File: config.mk
export PLATFORM = sky130hd
export DESIGN_NAME = fetch_ctrl
export DESIGN_NICKNAME = d
export VERILOG_FILES = /design/src/rtl/fetch_ctrl.sv
export SDC_FILE = /design/constraint.sdc
export NUM_CORES = 1
export LEC_CHECK = 0
export CORE_ASPECT_RATIO = 1.75
export CORE_MARGIN = 3
export CORE_UTILIZATION = 48
export CTS_CLUSTER_SIZE = 40
export DETAILED_ROUTE_END_ITERATION = 8
export PLACE_DENSITY_LB_ADDON = 0.3
export SLEW_MARGIN = 20
export SYNTH_ARGS = -nofsm -noshare
export SYNTH_HDL_FRONTEND = slang
export SYNTH_SLANG_ARGS = --single-unit
File: constraint.sdc
create_clock -name clk -period 3.5 [get_ports clk]
set_clock_uncertainty 0.1 [all_clocks]
set_input_delay 0.525 -clock clk [delete_from_list [all_inputs] [get_ports clk]]
set_output_delay 0.525 -clock clk [all_outputs]
set_load 0.02 [all_outputs]
File: src/rtl/fetch_ctrl.sv
// Instruction-fetch sequencer: owns the PC, reads inst_mem asynchronously,
// and presents one buffered instruction at a time to decode.
//
// Handshake toward decode: inst_out/pc_out are meaningful only while
// inst_valid=1 and then stay stable until the cycle where inst_valid and
// inst_ready are both 1 at a rising edge. That cycle completes one transfer.
// A redirect flushes the buffer, but a transfer in that same cycle still
// counts as completed.
module fetch_ctrl #(
   parameter int width = 32,
   parameter int depth = 80,
   parameter int adr_in = 64,
   parameter logic [adr_in-1:0] RESET_PC = '0
) (
   input  logic              clk,
   input  logic              rst,
   input  logic              start,
   output logic [adr_in-1:0] read_adr,
   input  logic [width-1:0]  instruction,
   output logic [width-1:0]  inst_out,
   output logic [adr_in-1:0] pc_out,
   output logic              inst_valid,
   input  logic              inst_ready,
   input  logic              redirect_en,
   input  logic [adr_in-1:0] redirect_adr,
   output logic              halted,
   output logic              fault,
   output logic [adr_in-1:0] fault_adr,
   output logic [31:0]       fetch_count,
   output logic [1:0]        state_dbg
);

   typedef enum logic [1:0] {
      IDLE  = 2'd0,
      RUN   = 2'd1,
      HALT  = 2'd2,
      FAULT = 2'd3
   } state_t;

   localparam logic [width-1:0]  EBREAK  = width'(32'h0010_0073);
   localparam logic [adr_in-3:0] DEPTH_W = (adr_in-2)'(depth);

   state_t            state;
   logic [adr_in-1:0] pc;
   logic [adr_in-3:0] word_idx;
   logic              in_range;
   logic              slot;
   logic              handshake;
   logic              redirect_misaligned;

   // Word index of the PC; the bound check uses the full index, no truncation.
   assign word_idx            = pc[adr_in-1:2];
   assign read_adr            = {2'b00, word_idx};
   assign in_range            = (word_idx < DEPTH_W);
   assign slot                = !inst_valid || inst_ready;
   assign handshake           = inst_valid && inst_ready;
   assign redirect_misaligned = (redirect_adr[1:0] != 2'b00);
   assign state_dbg           = state;

   // Controller state, PC, output buffer, trap and handshake counter.
   always_ff @(posedge clk) begin
      if (rst) begin
         state       <= IDLE;
         pc          <= RESET_PC;
         inst_out    <= '0;
         pc_out      <= '0;
         inst_valid  <= 1'b0;
         halted      <= 1'b0;
         fault       <= 1'b0;
         fault_adr   <= '0;
         fetch_count <= '0;
      end else begin
         // Transfers are counted in every state, including the redirect cycle.
         if (handshake) begin
            fetch_count <= fetch_count + 32'd1;
         end

         case (state)
            IDLE: begin
               if (redirect_en && redirect_misaligned) begin
                  fault      <= 1'b1;
                  fault_adr  <= redirect_adr;
                  inst_valid <= 1'b0;
                  state      <= FAULT;
               end else begin
                  if (redirect_en) begin
                     pc <= redirect_adr;
                  end
                  if (start) begin
                     state <= RUN;
                  end
               end
            end

            RUN: begin
               if (redirect_en) begin
                  // Redirect beats fetch: flush the buffer, no capture this cycle.
                  inst_valid <= 1'b0;
                  if (redirect_misaligned) begin
                     fault     <= 1'b1;
                     fault_adr <= redirect_adr;
                     state     <= FAULT;
                  end else begin
                     pc <= redirect_adr;
                  end
               end else if (slot) begin
                  if (in_range) begin
                     inst_out   <= instruction;
                     pc_out     <= pc;
                     inst_valid <= 1'b1;
                     pc         <= pc + adr_in'(4);
                     // EBREAK is still delivered; fetching stops behind it.
                     if (instruction == EBREAK) begin
                        halted <= 1'b1;
                        state  <= HALT;
                     end
                  end else begin
                     inst_valid <= 1'b0;
                     fault      <= 1'b1;
                     fault_adr  <= pc;
                     state      <= FAULT;
                  end
               end
            end

            HALT: begin
               if (redirect_en) begin
                  inst_valid <= 1'b0;
                  halted     <= 1'b0;
                  if (redirect_misaligned) begin
                     fault     <= 1'b1;
                     fault_adr <= redirect_adr;
                     state     <= FAULT;
                  end else begin
                     pc    <= redirect_adr;
                     state <= RUN;
                  end
               end else if (handshake) begin
                  // Pending EBREAK accepted; nothing follows it.
                  inst_valid <= 1'b0;
               end
            end

            FAULT: begin
               inst_valid <= 1'b0;
            end

            default: begin
               state <= IDLE;
            end
         endcase
      end
   end

endmodule

---- After elaboration in Yosys (flattened, before gate mapping) ----
Cells that the tools add are included.
cells by class
  $add $sub $neg .......................... 2
  $mul .................................... 0
  div/mod/pow operators ................... 0
  magnitude comparators ................... 1
  eq/ne operators ......................... 19
  shift operators ......................... 0
  muxes and demuxes ....................... 45
  bitwise gates (word level) .............. 1
  reductions and logical operators ........ 14
operators by type and width
  operator                                                               number
  64-bit 2-to-1 mux                                                      13
  64-bit case mux with 3 select lines                                    2
  64-bit by 3-bit adder with 64-bit output, second input constant        1
  62-bit by 7-bit < comparator with 1-bit output, second input constant  1
  32-bit by 1-bit adder with 32-bit output, second input constant        1
  32-bit by 21-bit == test with 1-bit output, second input constant      1
  2-bit 2-to-1 mux                                                       9
  3-bit != test, second input constant                                   6
  6-bit AND reduction                                                    3
  1-bit 2-to-1 mux                                                       17
  2-bit != test, second input constant                                   8
  2-bit case mux with 3 select lines                                     1
  5-bit AND reduction                                                    1
  2-bit == test, second input constant                                   2
  4-bit != test, second input constant                                   1
  1-bit case mux with 4 select lines                                     1
  4-bit AND reduction                                                    1
  2-bit nonzero test                                                     2
  1-bit case mux with 3 select lines                                     1
  3-bit AND reduction                                                    1
  3-bit nonzero test                                                     1
  2-bit by 1-bit == test with 1-bit output, second input constant        1
  1-bit logical AND                                                      2
  2-bit zero test                                                        1
  4 further kinds                                                        4
word-level totals
  bits in registers ....................... 261
  bits in latches ......................... 0
  RAM bits ................................ 0
  bits in read-only memories .............. 0
  input port bits ......................... 101
  output and inout port bits .............. 261
  logic and storage cells ................. 91
  memories ................................ 0

---- Depth between registers and ports, before layout ----
Gate-level depths: netlist of run 1.
  depth in word-level cells ............... 6
  depth in mapped cells ................... 12
  gate-level depth less buffers ........... 9

---- Worst setup path before layout of run 1 ----
OpenSTA, ideal clock, no wires.
  path kind ............................... reg2reg
  start point ............................. register pc[2]
  end point ............................... register pc[38]
  setup time .............................. 0.132 ns
  data arrival time ....................... 2.279 ns
  required time ........................... 3.268 ns
  path slack .............................. 0.989 ns
  cell stages (with the launch flop) ...... 10
  buffers on the path ..................... 1
  period minus slack after synthesis ...... 2.511 ns
  cell sequence ........................... dfxtp_1 > ha_1 > and3_1 > clkbuf_1 > nand4_1 > nor4_1 > nand4_1 > o211a_1 > o31ai_1 > a21oi_1
on the way
  word-level cells in the longest chain between the ends .. 5
  elaborated cells on any way between the ends .. 8
RTL lines
  element                                   RTL line  RTL
  from (decl)                               44        logic [adr_in-1:0] pc;
  from (signal assigned)                    87        pc <= redirect_adr;
  from (signal assigned)                    104       pc <= redirect_adr;
  from (signal assigned)                    111       pc <= pc + adr_in'(4);
  64-bit by 3-bit adder with 64-bit output  111
  64-bit 2-to-1 mux                         107       if (in_range) begin
  64-bit 2-to-1 mux                         106       end else if (slot) begin
  64-bit 2-to-1 mux                         96        if (redirect_en) begin
  64-bit case mux with 3 select lines       78        case (state)
Parallel ways exist; a longest one is shown, timed or not. The select of a mux whose other input is x is not followed.
A chain may end at the register's enable or synchronous reset.

---- Worst setup path in the final report of run 1 ----
  start point ............................. register pc[42]
  end point ............................... register pc[38]
on the way
  word-level cells in the longest chain between the ends .. 3
RTL lines
  element                                         RTL line  RTL
  62-bit by 7-bit < comparator with 1-bit output  54        assign in_range = (word_idx < DEPTH_W);
  3-bit != test (no line)                         -
  6-bit AND reduction (no line)                   -
No other way between the ends.

==> results.tsv, run 1 <==
metric	value	unit
timing.rr.start	pc[42]	
layout-drive-gt1-share	8.34	%
start_kind	flip-flop	
avgSynthCellArea	8.57	um^2
p_clk_share	20.9	%
wirelength	43100	um
switchingPower	5.73	mW
whs_path_depth	2	
slowest_delay	620	ps
clk_latency	540	ps
grt_overflow	0	
synth-edff-count	0	
utilization	66.3	%
vdd_drop_max	0.489	mV
status	complete, no violations	
via_count	12504	
setup_viol	0	
yosysSeqAreaShare	42.1	%
hold_viol	0	
num_antenna_cells	0	
seqPwrFrac	30.5	%
via_per_inst	6.12	
hold_slack	315	ps
cellLeakagePower	5.88	nW
ioPinCount	362	
fin_crit_sh	92.0	%
final_common_cell	clkdlybuf4s50_1	
endpoint_kind	flip-flop	
grt_pass1_wl	66900	um
rsz0062_at_grt	no	
numCtsBuffers	25	
total_power	13.6	mW
switching_share	42.2	%
cts_setup_buffers	0	
gp_congestion	1.02	
ctsResizeCount	0	
grt_pass1_vias	12201	
port-buffer-count	359	
post-dp-hpwl	31300	um
htreeDepth	1	
worstPathCellList	nor4_1, and4_1, nand4_1, or3_1, a21o_2, buf_4, o31ai_1, a21oi_1	
worstMarginPinSlew	755	ps
hold_buffers	0	
root_buffer	clkbuf_16	
reg2regPathDepth	8	
fmax	0.311	GHz
synth_area_leader_cell	dfxtp_1	
ant_nets	0	
timing.critical_path.buf_inv	1	
areaGrowthSynthToFinish	35.2	%
fp-row-count	77	
cp.required	3810	ps
reg2reg_slack	280	ps
period_minus_slack	3220	ps
maxCapViolations	0	
ctsLongestPathBuffers	3	
yosysTopAreaCellShare	42.1	%
drt_iter0_markers	840	
wire_per_inst	21.1	um
slew_headroom	49.3	%
ys_seq_elements	261	
slowest_stage	or3_1	
yosys_warnings	0	
grt_antenna_before_repair	0	
internal_power	7.85	mW
synth_area_leaders	dfxtp_1, nand2_1, a21oi_1, buf_4, a22oi_1	
cts_tree	done	
grt_start_max_net_pins	105	
fillers	2117	
synthCells	1450	
worstSetupPathType	reg2reg	
cp_max_fo	43	
drt_pass1_iterations	8	
syn_area	12400	um^2
path_delay_family	simple AND/OR/NAND/NOR gates	
crit_arrival	3530	ps
cts.clk_slew.worst_paths	70	ps
die_h	219	um
drc	0	
cts_sinks	261	
synthFlopType	dfxtp_1	
initial_utilization	49.0	%
place_inst	1999	
slew_violations	0	
nets	1817	
synth.distinct_cells	69	
worstHoldPathType	in2reg	
fp.dieW	128	um
final_cell_mix	clkdlybuf4s50_1, dfxtp_1, nand2_1	
die_area	27900	um^2
coreArea	25300	um^2
stdcell_count	2043	
async_reset_ff_share	0	%
r2r_end	pc[38]	
grt_use_total	29.5	%
pwr_density_cell	809	nW/um^2
combinationalPowerShare	48.7	%
hold_start	rst	
setup_tns	0	ps
worstHoldEndpoint	inst_valid	
## registers in the layout, summed over array words and instances, names as in the netlist
| signal | cells |
|---|---|
| fault | 1 |
| fault_adr | 64 |
| fetch_count | 32 |
| halted | 1 |
| inst_out | 32 |
| inst_valid | 1 |
| pc | 64 |
| pc_out | 64 |
| state_dbg | 2 |
## cell type report
type	instances	area, um^2	area share (%)
multi-input cells	985	6090	36.3
flip-flops and latches	261	5230	31.1
repair buffers	430	4200	25.0
clock buffers	34	719	4.28
well taps	316	395	2.35
clock inverters	10	135	0.805
inverters	7	26.3	0.156
## power groups by stage
stage               clock [mW]  combinational (mW)  sequential (mW)
detailed placement           0                6.50             4.18
CTS                       2.89                6.54             4.12
finish                    2.83                6.61             4.14
global placement             0                6.42             4.16
global route              3.00                7.04             4.20
floorplan                    0                3.99             4.32
## cells by family (layout without fill, tap and decap cells)
group                      Yosys count  in the layout  share of synthesized area, %
muxes                               20             20                          1.61
buffers and inverters              205            481                          9.23
AOI/OAI and AO/OA                  410            410                          23.0
other                                1              2                        0.0302
DFF                                261            261                          42.1
and+or+nand+nor                    513            513                          21.1
xor gates and xnor gates            34             34                          2.40
adders and majority gates            6              6                         0.604
## cells in the mapped netlist (27+ instances only)
cell       instances
a22oi_1           63
buf_2             28
buf_4             70
nor3_1            31
nand3_1           41
nor2_1            77
nand2_1          161
clkbuf_1          88
a21oi_1          112
dfxtp_1          261
o2bb2ai_1         53
and2_1            62
nor4_1            30
o21ai_0           68
nand4_1           27
## worst register-to-register path, cell delays in order (launching register included)
cell	delay (ps)
dfxtp_1	390
nor4_1	420
and4_1	260
nand4_1	140
or3_1	620
a21o_2	440
buf_4	350
o31ai_1	300
a21oi_1	90
## through the flow
stage	cell area, um^2	setup WS (ps)
global route	16800	233
floorplan	12400	989
global placement	15900	395
detailed placement	15900	361
finish	16800	280
CTS	16800	335
## routing by layer
metal / wire length, um / vias up / global-route usage [%]
met3: 3580 / 145 / 5.87
met1: 15300 / 5979 / 32.8
li1: - / 5715 / -
met2: 21900 / 665 / 52.7
met5: 0 / - / 0
met4: 2350 / 0 / 15.2
## worst max path at each step
stage / slack (ps) / from / end / cells after the start
after CTS: 330 / pc[42] / pc[38] / 8
final: 280 / pc[42] / pc[38] / 8
after global placement: 400 / pc[42] / pc[38] / 8
after detailed placement: 360 / pc[42] / pc[38] / 8
after global routing: 230 / pc[42] / pc[38] / 8
after floorplan: 990 / pc[2] / pc[38] / 9
Note: power is estimated with default switching activity, not from simulation.
==> run 2, diff against run 1 <==
--- a/config.mk
+++ b/config.mk
@@ -8,6 +8,7 @@
 export CORE_ASPECT_RATIO = 1.75
 export CORE_MARGIN = 3
 export CORE_UTILIZATION = 48
+export CTS_CLUSTER_DIAMETER = 40
 export CTS_CLUSTER_SIZE = 40
 export DETAILED_ROUTE_END_ITERATION = 8
 export PLACE_DENSITY_LB_ADDON = 0.3
==> results.tsv, run 2 (synthesis results as in run 1) <==
metric	value	unit	change
status	complete, no violations		
die_h	219	um	unchanged
ff_latch_area	5230	um^2	unchanged
grt_overflow	0		unchanged
path_delay_family	simple AND/OR/NAND/NOR gates		
setup_tns	0	ps	unchanged
ant_nets	0		unchanged
final_cell_mix	clkdlybuf4s50_1, dfxtp_1, nand2_1		
worstSetupPathType	reg2reg		
die_area	27900	um^2	unchanged
drc	0		unchanged
post-dp-hpwl	31300	um	unchanged
fin_crit_sh	92.3	%	+0.33 points
cts_sinks	261		unchanged
clk_latency	560	ps	+20 ps
fillers	2116		-0.047%
via_per_inst	6.04		-1.3%
root_buffer	clkbuf_16		
crit_arrival	3560	ps	+30 ps
grt_pass1_wl	67200	um	+0.51%
cp_max_fo	43		unchanged
dp_slack	361	ps	unchanged
fin_ws	269	ps	-11.5 ps
grt_use_total	29.7	%	+0.15 points
fp.dieW	128	um	unchanged
reg2reg_slack	270	ps	about the same
endpoint_kind	flip-flop		
timing.rr.start	pc[42]		
slew_violations	0		unchanged
slowest_delay	630	ps	about the same
nets	1820		+0.17%
whs_path_depth	2		unchanged
pwr_density_cell	818	nW/um^2	+1.1%
num_antenna_cells	0		unchanged
fp-row-count	77		unchanged
start_kind	flip-flop		
rsz0062_at_grt	no		
via_count	12389		-0.92%
grt_antenna_before_repair	0		unchanged
hold_start	rst		
grt_start_max_net_pins	105		unchanged
slowest_stage	or3_1		
initial_utilization	49.0	%	unchanged
final_common_cell	clkdlybuf4s50_1		
maxCapViolations	0		unchanged
fmax	0.309	GHz	-0.36%
slew_headroom	51.9	%	+2.7 points
reg2regPathDepth	8		unchanged
setup_viol	0		unchanged
ctsLongestPathBuffers	3		unchanged
timing.critical_path.buf_inv	1		unchanged
numCtsBuffers	28		+12%
worstMarginPinSlew	715	ps	-40.0 ps
cts.clk_slew.worst_paths	70	ps	about the same
vdd_drop_max	0.495	mV	+1.4%
r2r_end	pc[38]		
cellLeakagePower	5.94	nW	+0.92%
drt_iter0_markers	737		-12%
ctsResizeCount	0		unchanged
cts_setup_buffers	0		unchanged
period_minus_slack	3230	ps	+11.5 ps
cp.required	3830	ps	+20 ps
ioPinCount	362		unchanged
multiInputGateArea	6090	um^2	unchanged
hold_buffers	0		unchanged
cp-startpoint	pc[42]		
coreArea	25300	um^2	unchanged
areaGrowthSynthToFinish	36.2	%	
top_regs	fault_adr: 64 flops, pc: 64 flops, pc_out: 64 flops		
cts_tree	done		
worstHoldEndpoint	inst_valid		
drt_pass1_iterations	5		-3
layout-drive-gt1-share	8.82	%	+0.48 points
wire_per_inst	21.0	um	-0.35%
worstHoldPathType	in2reg		
worstPathCellList	nor4_1, and4_1, nand4_1, or3_1, a21o_2, buf_4, o31ai_1, a21oi_1		
port-buffer-count	359		unchanged
wirelength	43200	um	about the same
gp_congestion	1.02		unchanged
grt_pass1_vias	12236		+0.29%
htreeDepth	1		unchanged
hold_viol	0		unchanged
-- run 2: final cells by class --
class | instances | share of cell area, %
clock buffer | 32 | 4.42
clock inverter | 20 | 1.38
inverter | 7 | 0.155
multi-input combinational | 985 | 36.0
sequential | 261 | 30.9
tap | 316 | 2.34
timing repair buffer | 430 | 24.8
-- run 2: worst reg2reg max path, cell delays in order, from the launching register on --
cell and delay [ps]:
dfxtp_1 380, nor4_1 430, and4_1 260, nand4_1 140, or3_1 630, a21o_2 440, buf_4 350, o31ai_1 290
a21oi_1 90
-- run 2: worst max path at each step --
stage | to | slack (ps) | cells past startpoint
CTS | pc[38] | 340 | 8
detailed placement | pc[38] | 360 | 8
global route | pc[53] | 220 | 8
global placement | pc[38] | 400 | 8
floorplan | pc[38] | 990 | 9
finish | pc[38] | 270 | 8
-- run 2: power breakdown --
part,switching (mW),total (mW),internal (mW)
combinational,3.95,6.60,2.65
clock,1.35,3.09,1.74
sequential,0.604,4.14,3.54
total,5.90,13.8,7.93
-- run 2: per-stage QoR --
stage	power, mW	hold slack (ps)	instances	instance area (um^2)	util [%]
after floorplan	8.31	346	1451	12400	-
after global placement	10.6	341	1999	15900	62.9
after CTS	13.8	275	2051	16900	66.8
after detailed placement	10.7	343	1999	15900	62.9
final	13.8	289	2051	16900	66.8
after global routing	14.5	321	2051	16900	66.8
-- run 2: routing by layer --
| layer | GRT usage [%] | vias up | part of all wire, % |
|---|---|---|---|
| li1 | - | 5730 | - |
| met1 | 33.1 | 5913 | 36 |
| met2 | 52.8 | 608 | 51 |
| met3 | 5.92 | 138 | 7.8 |
| met4 | 15.4 | 0 | 5.4 |
| met5 | 0 | - | 0 |
